$ cat config.mk
export PLATFORM = sky130hd
export DESIGN_NAME = prog_loader
export DESIGN_NICKNAME = d
export VERILOG_FILES = /design/src/rtl/prog_loader.sv
export SDC_FILE = /design/constraint.sdc
export NUM_CORES = 1
export LEC_CHECK = 0
export CAP_MARGIN = 10
export CORE_MARGIN = 2
export CORE_UTILIZATION = 45
export DETAILED_ROUTE_END_ITERATION = 10
export HOLD_SLACK_MARGIN = 0.12
export PLACE_DENSITY = 0.7
export SLEW_MARGIN = 10
export SYNTH_ARGS = -nofsm -noshare
export SYNTH_HDL_FRONTEND = slang
export SYNTH_SLANG_ARGS = --single-unit
$ cat constraint.sdc
create_clock -name clk -period 4.3 [get_ports clk]
set_input_delay 0.86 -clock clk [delete_from_list [all_inputs] [get_ports clk]]
set_output_delay 0.86 -clock clk [all_outputs]
set_load 0.02 [all_outputs]
$ cat src/rtl/prog_loader.sv
// Boot loader: receives a framed, checksummed byte stream, writes it into program memory
// and holds the cpu in reset until a verified image has been loaded.
module prog_loader #(
  parameter int unsigned          ADDR_W    = 13,
  parameter logic [7:0]           SYNC      = 8'hA5,
  parameter logic [ADDR_W-1:0]    BASE_ADDR = '0,
  parameter logic [15:0]          TIMEOUT   = 16'd50000
) (
  input  logic              clk,
  input  logic              reset,
  input  logic [7:0]        rx_data,
  input  logic              rx_valid,
  input  logic              reload,
  output logic [ADDR_W-1:0] mem_addr,
  output logic [7:0]        mem_data,
  output logic              mem_wr,
  output logic              cpu_reset,
  output logic              busy,
  output logic              done,
  output logic              err,
  output logic [2:0]        dbg_state
);

  // rx_valid is a one-cycle strobe with no backpressure; every strobe is consumed.
  typedef enum logic [2:0] {
    S_SYNC_WAIT = 3'd0,
    S_LEN_HI    = 3'd1,
    S_LEN_LO    = 3'd2,
    S_DATA      = 3'd3,
    S_CSUM      = 3'd4,
    S_RUN       = 3'd5,
    S_ERR       = 3'd6
  } state_t;

  state_t              r_state;
  state_t              w_state_nxt;
  logic [7:0]          r_len_h;
  logic [12:0]         r_len;
  logic [12:0]         r_cnt;
  logic [7:0]          r_csum;
  logic [15:0]         r_timer;
  logic [ADDR_W-1:0]   r_mem_addr;
  logic [7:0]          r_mem_data;
  logic                r_mem_wr;
  logic                r_cpu_reset;
  logic                r_busy;
  logic                r_done;
  logic                r_err;

  logic                w_active;
  logic                w_timeout;
  logic [12:0]         w_n;
  logic                w_len_bad;
  logic [7:0]          w_sum;
  logic                w_wr;

  always_ff @(posedge clk or negedge reset) begin
    if (!reset) r_state <= S_SYNC_WAIT;
    else        r_state <= w_state_nxt;
  end

  always_comb begin
    w_state_nxt = r_state;
    w_active    = (r_state == S_LEN_HI) || (r_state == S_LEN_LO) ||
                  (r_state == S_DATA)   || (r_state == S_CSUM);
    w_timeout   = w_active && !rx_valid && (r_timer == (TIMEOUT - 16'd1));
    w_n         = {r_len_h[4:0], rx_data};
    // Image must fit between BASE_ADDR and the top of the address space.
    w_len_bad   = (r_len_h[7:5] != 3'd0) || (w_n == 13'd0) ||
                  ((32'(w_n) + 32'(BASE_ADDR)) > (32'd1 << ADDR_W));
    w_sum       = r_csum + rx_data;
    w_wr        = (r_state == S_DATA) && rx_valid && !reload;

    case (r_state)
      S_SYNC_WAIT: if (rx_valid && rx_data == SYNC) w_state_nxt = S_LEN_HI;
      S_LEN_HI:    if (rx_valid) w_state_nxt = S_LEN_LO;
      S_LEN_LO:    if (rx_valid) w_state_nxt = w_len_bad ? S_ERR : S_DATA;
      S_DATA:      if (rx_valid && r_cnt == r_len - 13'd1) w_state_nxt = S_CSUM;
      S_CSUM:      if (rx_valid) w_state_nxt = (w_sum == 8'h00) ? S_RUN : S_ERR;
      S_RUN:       w_state_nxt = S_RUN;
      S_ERR:       if (rx_valid && rx_data == SYNC) w_state_nxt = S_LEN_HI;
      default:     w_state_nxt = S_SYNC_WAIT;
    endcase

    if (w_timeout) w_state_nxt = S_ERR;
    if (reload)    w_state_nxt = S_SYNC_WAIT;
  end

  always_ff @(posedge clk or negedge reset) begin
    if (!reset) begin
      r_len_h     <= '0;
      r_len       <= '0;
      r_cnt       <= '0;
      r_csum      <= '0;
      r_timer     <= '0;
      r_mem_addr  <= BASE_ADDR;
      r_mem_data  <= '0;
      r_mem_wr    <= 1'b0;
      r_cpu_reset <= 1'b1;
      r_busy      <= 1'b0;
      r_done      <= 1'b0;
      r_err       <= 1'b0;
    end else begin
      if (rx_valid) begin
        case (r_state)
          S_LEN_HI: r_len_h <= rx_data;
          S_LEN_LO: begin
            r_len  <= w_n;
            r_cnt  <= '0;
            r_csum <= '0;
          end
          S_DATA: begin
            r_cnt  <= r_cnt + 13'd1;
            r_csum <= w_sum;
          end
          default: ;
        endcase
      end

      if (!w_active || rx_valid || reload) r_timer <= '0;
      else                                 r_timer <= r_timer + 16'd1;

      r_mem_wr <= w_wr;
      if (w_wr) begin
        r_mem_addr <= BASE_ADDR + ADDR_W'(r_cnt);
        r_mem_data <= rx_data;
      end

      // Status flags are registered from the next state so they change with it.
      r_busy      <= (w_state_nxt == S_LEN_HI) || (w_state_nxt == S_LEN_LO) ||
                     (w_state_nxt == S_DATA)   || (w_state_nxt == S_CSUM);
      r_done      <= (w_state_nxt == S_RUN);
      r_err       <= (w_state_nxt == S_ERR);
      r_cpu_reset <= (w_state_nxt != S_RUN);
    end
  end

  assign mem_addr  = r_mem_addr;
  assign mem_data  = r_mem_data;
  assign mem_wr    = r_mem_wr;
  assign cpu_reset = r_cpu_reset;
  assign busy      = r_busy;
  assign done      = r_done;
  assign err       = r_err;
  assign dbg_state = r_state;

endmodule

* After elaboration in Yosys (flattened, before gate mapping) *
Cells that the tools add are included.

cells by class
  magnitude comparators = 1
  equal/unequal tests = 16
  shifts and indexed selects = 0
  add/subtract/negate cells = 4
  bitwise operators = 0
  reductions and logical operators = 28
  div/mod/pow operators = 0
  multiplexer cells = 13
  multipliers = 0

operator list
  cell                                                                     count
  13-bit case mux with 2 select lines                                      1
  3-bit two-way mux                                                        8
  3-bit == test (second input constant)                                    6
  3-bit case mux with 6 select lines                                       1
  16-bit by 1-bit adder with 16-bit output (second input constant)         1
  16-bit == test (second input constant)                                   1
  16-bit two-way mux                                                       1
  8-bit case mux with 2 select lines                                       1
  13-bit by 14-bit > comparator with 1-bit output (second input constant)  1
  13-bit by 1-bit adder with 13-bit output (second input constant)         1
  13-bit == test                                                           1
  13-bit logical NOT                                                       1
  13-bit by 1-bit subtractor with 13-bit output (second input constant)    1
  3-bit by 2-bit == test with 1-bit output (second input constant)         4
  1-bit logical OR                                                         10
  8-bit adder                                                              1
  8-bit == test (second input constant)                                    1
  8-bit logical NOT                                                        1
  3-bit by 1-bit == test with 1-bit output (second input constant)         2
  1-bit logical AND                                                        6
  2-bit AND reduction                                                      3
  1-bit logical NOT                                                        3
  3-bit logical NOT                                                        1
  3-bit inequality test (second input constant)                            1
  4 further kinds                                                          4

storage, ports and cells
  memory bits (read-only) = 0
  register bits = 87
  output and inout port bits = 29
  bits in latches = 0
  word-level logic and storage cells = 75
  memory bits (writable) = 0
  bits of input ports = 12
  memories = 0

* Depth between registers and ports, before layout *
  depth after elaboration = 12
  gate-level depth with buffers = 10
  mapped depth without buffers = 10

* Worst setup path after synthesis *
Ideal clock, no wire load.

  path kind = input to register
  start = in rx_data[0]
  end = reg r_done, in the netlist done
  setup slack = 1.091 ns
  buffers on the path = 0
  cell stages on the path = 10
  required time = 4.234 ns
  library setup time = 0.066 ns
  arrival = 3.143 ns
  cell sequence = ha_1 fa_1 or2_2 a2111oi_0 nand3b_1 nor4b_1 a31oi_1 nor3_1 o21bai_1 and2_1

on the way
  longest elaborated chain between the ends = 9
  elaborated cells on any way between the ends = 17
  classes of those cells = add/sub (1); order compare (1); eq/ne (2); mux (8); reduce/logical (5)

ends and longest elaborated chain
  what                                                 line  text
  from (decl)                                          11    input logic [7:0] rx_data,
  branches (longest 5 deep; another with 8-bit adder)  --
  3-bit case mux with 6 select lines *                 74    case (r_state)
  3-bit two-way mux *                                  85    if (w_timeout) w_state_nxt = S_ERR;
  3-bit two-way mux *                                  86    if (reload) w_state_nxt = S_SYNC_WAIT;
  net w_state_nxt[0]                                   36    state_t w_state_nxt;
  3-bit == test *                                      132   r_done <= (w_state_nxt == S_RUN);
  to (signal assigned)                                 132
  to (decl)                                            47    logic r_done;

Mark *: on every way through the listed nets, which the timed path passes.
A chain may end at the register's enable or synchronous reset.

* Worst setup path in the final report *
Same ends and word-level chain as after synthesis.

==> results.tsv <==
metric	value	unit
netlist_instances	442	
wirelength	9.852	mm
clock.fmax	266.3	MHz
synth_area	4638	um^2
yosysSeqAreaShare	0.4697	
track_usage	0.1952	
viasPerCell	5.486	
die_h	105.5	um
hp-class	reg2reg	
drc	0	
path_cells	clkdlybuf4s50_1 -> ha_1 -> fa_1 -> or2_2 -> a2111oi_0 -> nand3b_1 -> nor4b_1 -> a31oi_1 -> nor3_1 -> o21bai_1 -> and2_1	
grt_max_degree	88	
max_cap_viol_count	0	
ys_types	64	
start_util	0.4554	
synth_area_per_cell	10.49	um^2
synth-edff-count	0	
power-per-cell-area	337.7	nW/um^2
finalNetCount	506	
post-cts-setup-buffers	0	
yosys_warnings	0	
final_area	5428	um^2
ctsHoldBuffers	0	
ys.flop_type	dfrtp_1	
postLayoutSetupSlackWorst	0.5446	ns
status	finished, final reports clean	
ys_async_sr_fraction	1.000	
n_antenna_cell	0	
cpMaxStageDelayCell	nor4b_1	
antenna_found_initial	0	
cts.htree.levels	3	
critPathKind	in2reg	
grt_pass1_wl	17.32	mm
rows	37	
fin_crit_sh	0.8734	
final_max_slew_viol_count	0	
tightest_slew	1.070	ns
postLayoutCoreUtil	0.5329	
critPathRequiredTime	4.60	ns
holdWs	0.4589	ns
io_pins	41	
cts_resized	0	
cts_sinks	87	
area_delta_synth_final	17.02	%
io_buffers	40	
max_stage_delay	0.50	ns
initialDrtViolationCount	153	
dr_total_vias	3418	
cts_buffers	9	
pre_cts_slack	0.2103	ns
fillers	926	
setup_viol	0	
overflow	0	
period_minus_slack	3.755	ns
fin_cells	623	
r2r_cells	10	
whs_path_depth	1	
rsz0062_at_grt	no	
root_buffer	clkbuf_8	
die-width	105.5	um
cts_buffer_depth	2	
vdd_ir_drop_max	0.1834	mV
setup_tns	0	ns
drive_gt1_frac	0.1663	
placed_cells_incl_taps	608	
synth_fp_nets	465	
leakage	2.396	nW
place_area	5201	um^2
synth_seq_cells	87	
rr_endpoint	done$_DFF_PN0_	
gp_congestion	0.8870	
cp_max_fo	4	
start_kind	primary input	
cp-end-kind	register	
clk_latency	0.37	ns
reg2reg_from	r_csum[0]$_DFFE_PN0P_	
clock_skew	0.01112	ns
dp_hpwl	7.086	mm
dr.pass1.iters	5	
grt_pass1_vias	3619	
avgRoutedWirePerCell	15.81	um
clk_pin_slew	0.08	ns
coreArea	10180	um^2
cp.arrival	4.06	ns
whs_endpoint	r_timer[0]$_DFF_PN0_	
total_power	1.833	mW
regToRegSetupSlack	1.10	ns
hp-start	r_timer[0]$_DFF_PN0_	
antenna_left	0	
dieArea	11140	um^2
hold_viol_final	0	
cts_tree	done	
max_slew_margin	0.2868	
==> where the power goes <==
part           internal, mW  leakage (nW)  switching, mW
Clock                 0.383         0.113          0.288
Combinational         0.120          1.10          0.130
Sequential            0.860          1.18         0.0520
Total                  1.36          2.40          0.470
==> cell usage in the layout, fill, tap and decap left out, types with 7 or more instances in the layout <==
cell type        instances
dfrtp_1                 86
and3_1                  10
xnor2_1                 15
xor2_1                  22
mux2_2                  41
ha_1                    10
clkbuf_8                 9
nand2b_1                 7
o21ai_0                 17
nor3_1                  10
nor2_1                  40
buf_4                   11
nand2_1                 34
clkdlybuf4s50_1         39
nand3_1                 20
inv_1                   13
==> worst max-delay path: cells and delay by family <==
family | cells | cell delay [ns]
buf+inv | 1 | 0.44
fa+ha+maj | 2 | 0.70
compound gates | 3 | 0.70
simple gates | 5 | 1.34
==> registers in the layout, summed over array words and instances, names as in the netlist <==
name and cells:
r_timer 16, mem_addr 13, r_cnt 13, r_len 13, mem_data 8, r_csum 8, r_len_h 8, dbg_state 3
busy 1, cpu_reset 1, done 1, err 1, mem_wr 1
==> worst max path at each step <==
| stage | startpoint | cells past startpoint | slack, ns | end |
|---|---|---|---|---|
| 2_1_floorplan | rx_data[0] | 10 | 1.09 | done$_DFF_PN0_ |
| 3_3_place_gp | rx_data[0] | 11 | 0.24 | done$_DFF_PN0_ |
| 3_5_place_dp | rx_data[0] | 11 | 0.21 | busy$_DFF_PN0_ |
| 4_1_cts | rx_data[0] | 11 | 0.60 | busy$_DFF_PN0_ |
| 5_1_grt | rx_data[0] | 11 | 0.37 | busy$_DFF_PN0_ |
| 6_report | rx_data[0] | 11 | 0.54 | done$_DFF_PN0_ |
==> layer usage <==
metal / track usage / share of wire
met1: 0.2464 / 0.45
met5: 0 / 0
met3: 0.03587 / 0.036
met4: 0.08271 / 0.024
met2: 0.3290 / 0.49
==> cell families after synthesis <==
group | share of synthesized area
buffers and inverters | 0.02832
and+or+nand+nor | 0.2077
muxes | 0.1084
DFF | 0.4697
AOI/OAI and AO/OA | 0.08470
adders and majority gates | 0.03129
xor gates and xnor gates | 0.06987
==> synth_stat cells (2+ instances only) <==
master,number,area share
o31ai_1,2,0.0032
dfrtp_1,86,0.46
xor2_1,22,0.042
a21oi_1,5,0.0054
or2_2,3,0.0040
nor2b_1,2,0.0027
nand2b_1,7,0.0094
inv_1,13,0.011
nor3_1,10,0.011
and2_1,3,0.0040
nor4b_1,3,0.0057
nor2_1,41,0.033
clkbuf_1,18,0.015
nand2_1,34,0.028
mux2i_1,3,0.0065
o2111ai_1,2,0.0038
o22ai_1,2,0.0027
and4_1,3,0.0057
o211ai_1,3,0.0049
ha_1,10,0.027
xnor2_1,15,0.028
or3b_1,2,0.0038
o21ai_0,17,0.018
nand3b_1,6,0.0097
nand3_1,20,0.022
a21boi_0,2,0.0032
and3_1,10,0.013
mux2_2,41,0.10
a22o_1,6,0.011
or4_1,3,0.0049
nand4_1,6,0.0081
or3_1,3,0.0040
a31oi_1,2,0.0027
a211oi_1,2,0.0032
nor4_1,6,0.0081
==> area by class of cell <==
cell class	instances	area, um^2	share of cell area
multi-input combinational	322	2331	0.4295
sequential	87	2178	0.4013
timing repair buffer	50	473.0	0.08714
tap	136	170.2	0.03135
clock buffer	11	131.4	0.02420
clock inverter	4	95.09	0.01752
inverter	13	48.80	0.008990
(Power assumes the default switching activity.)
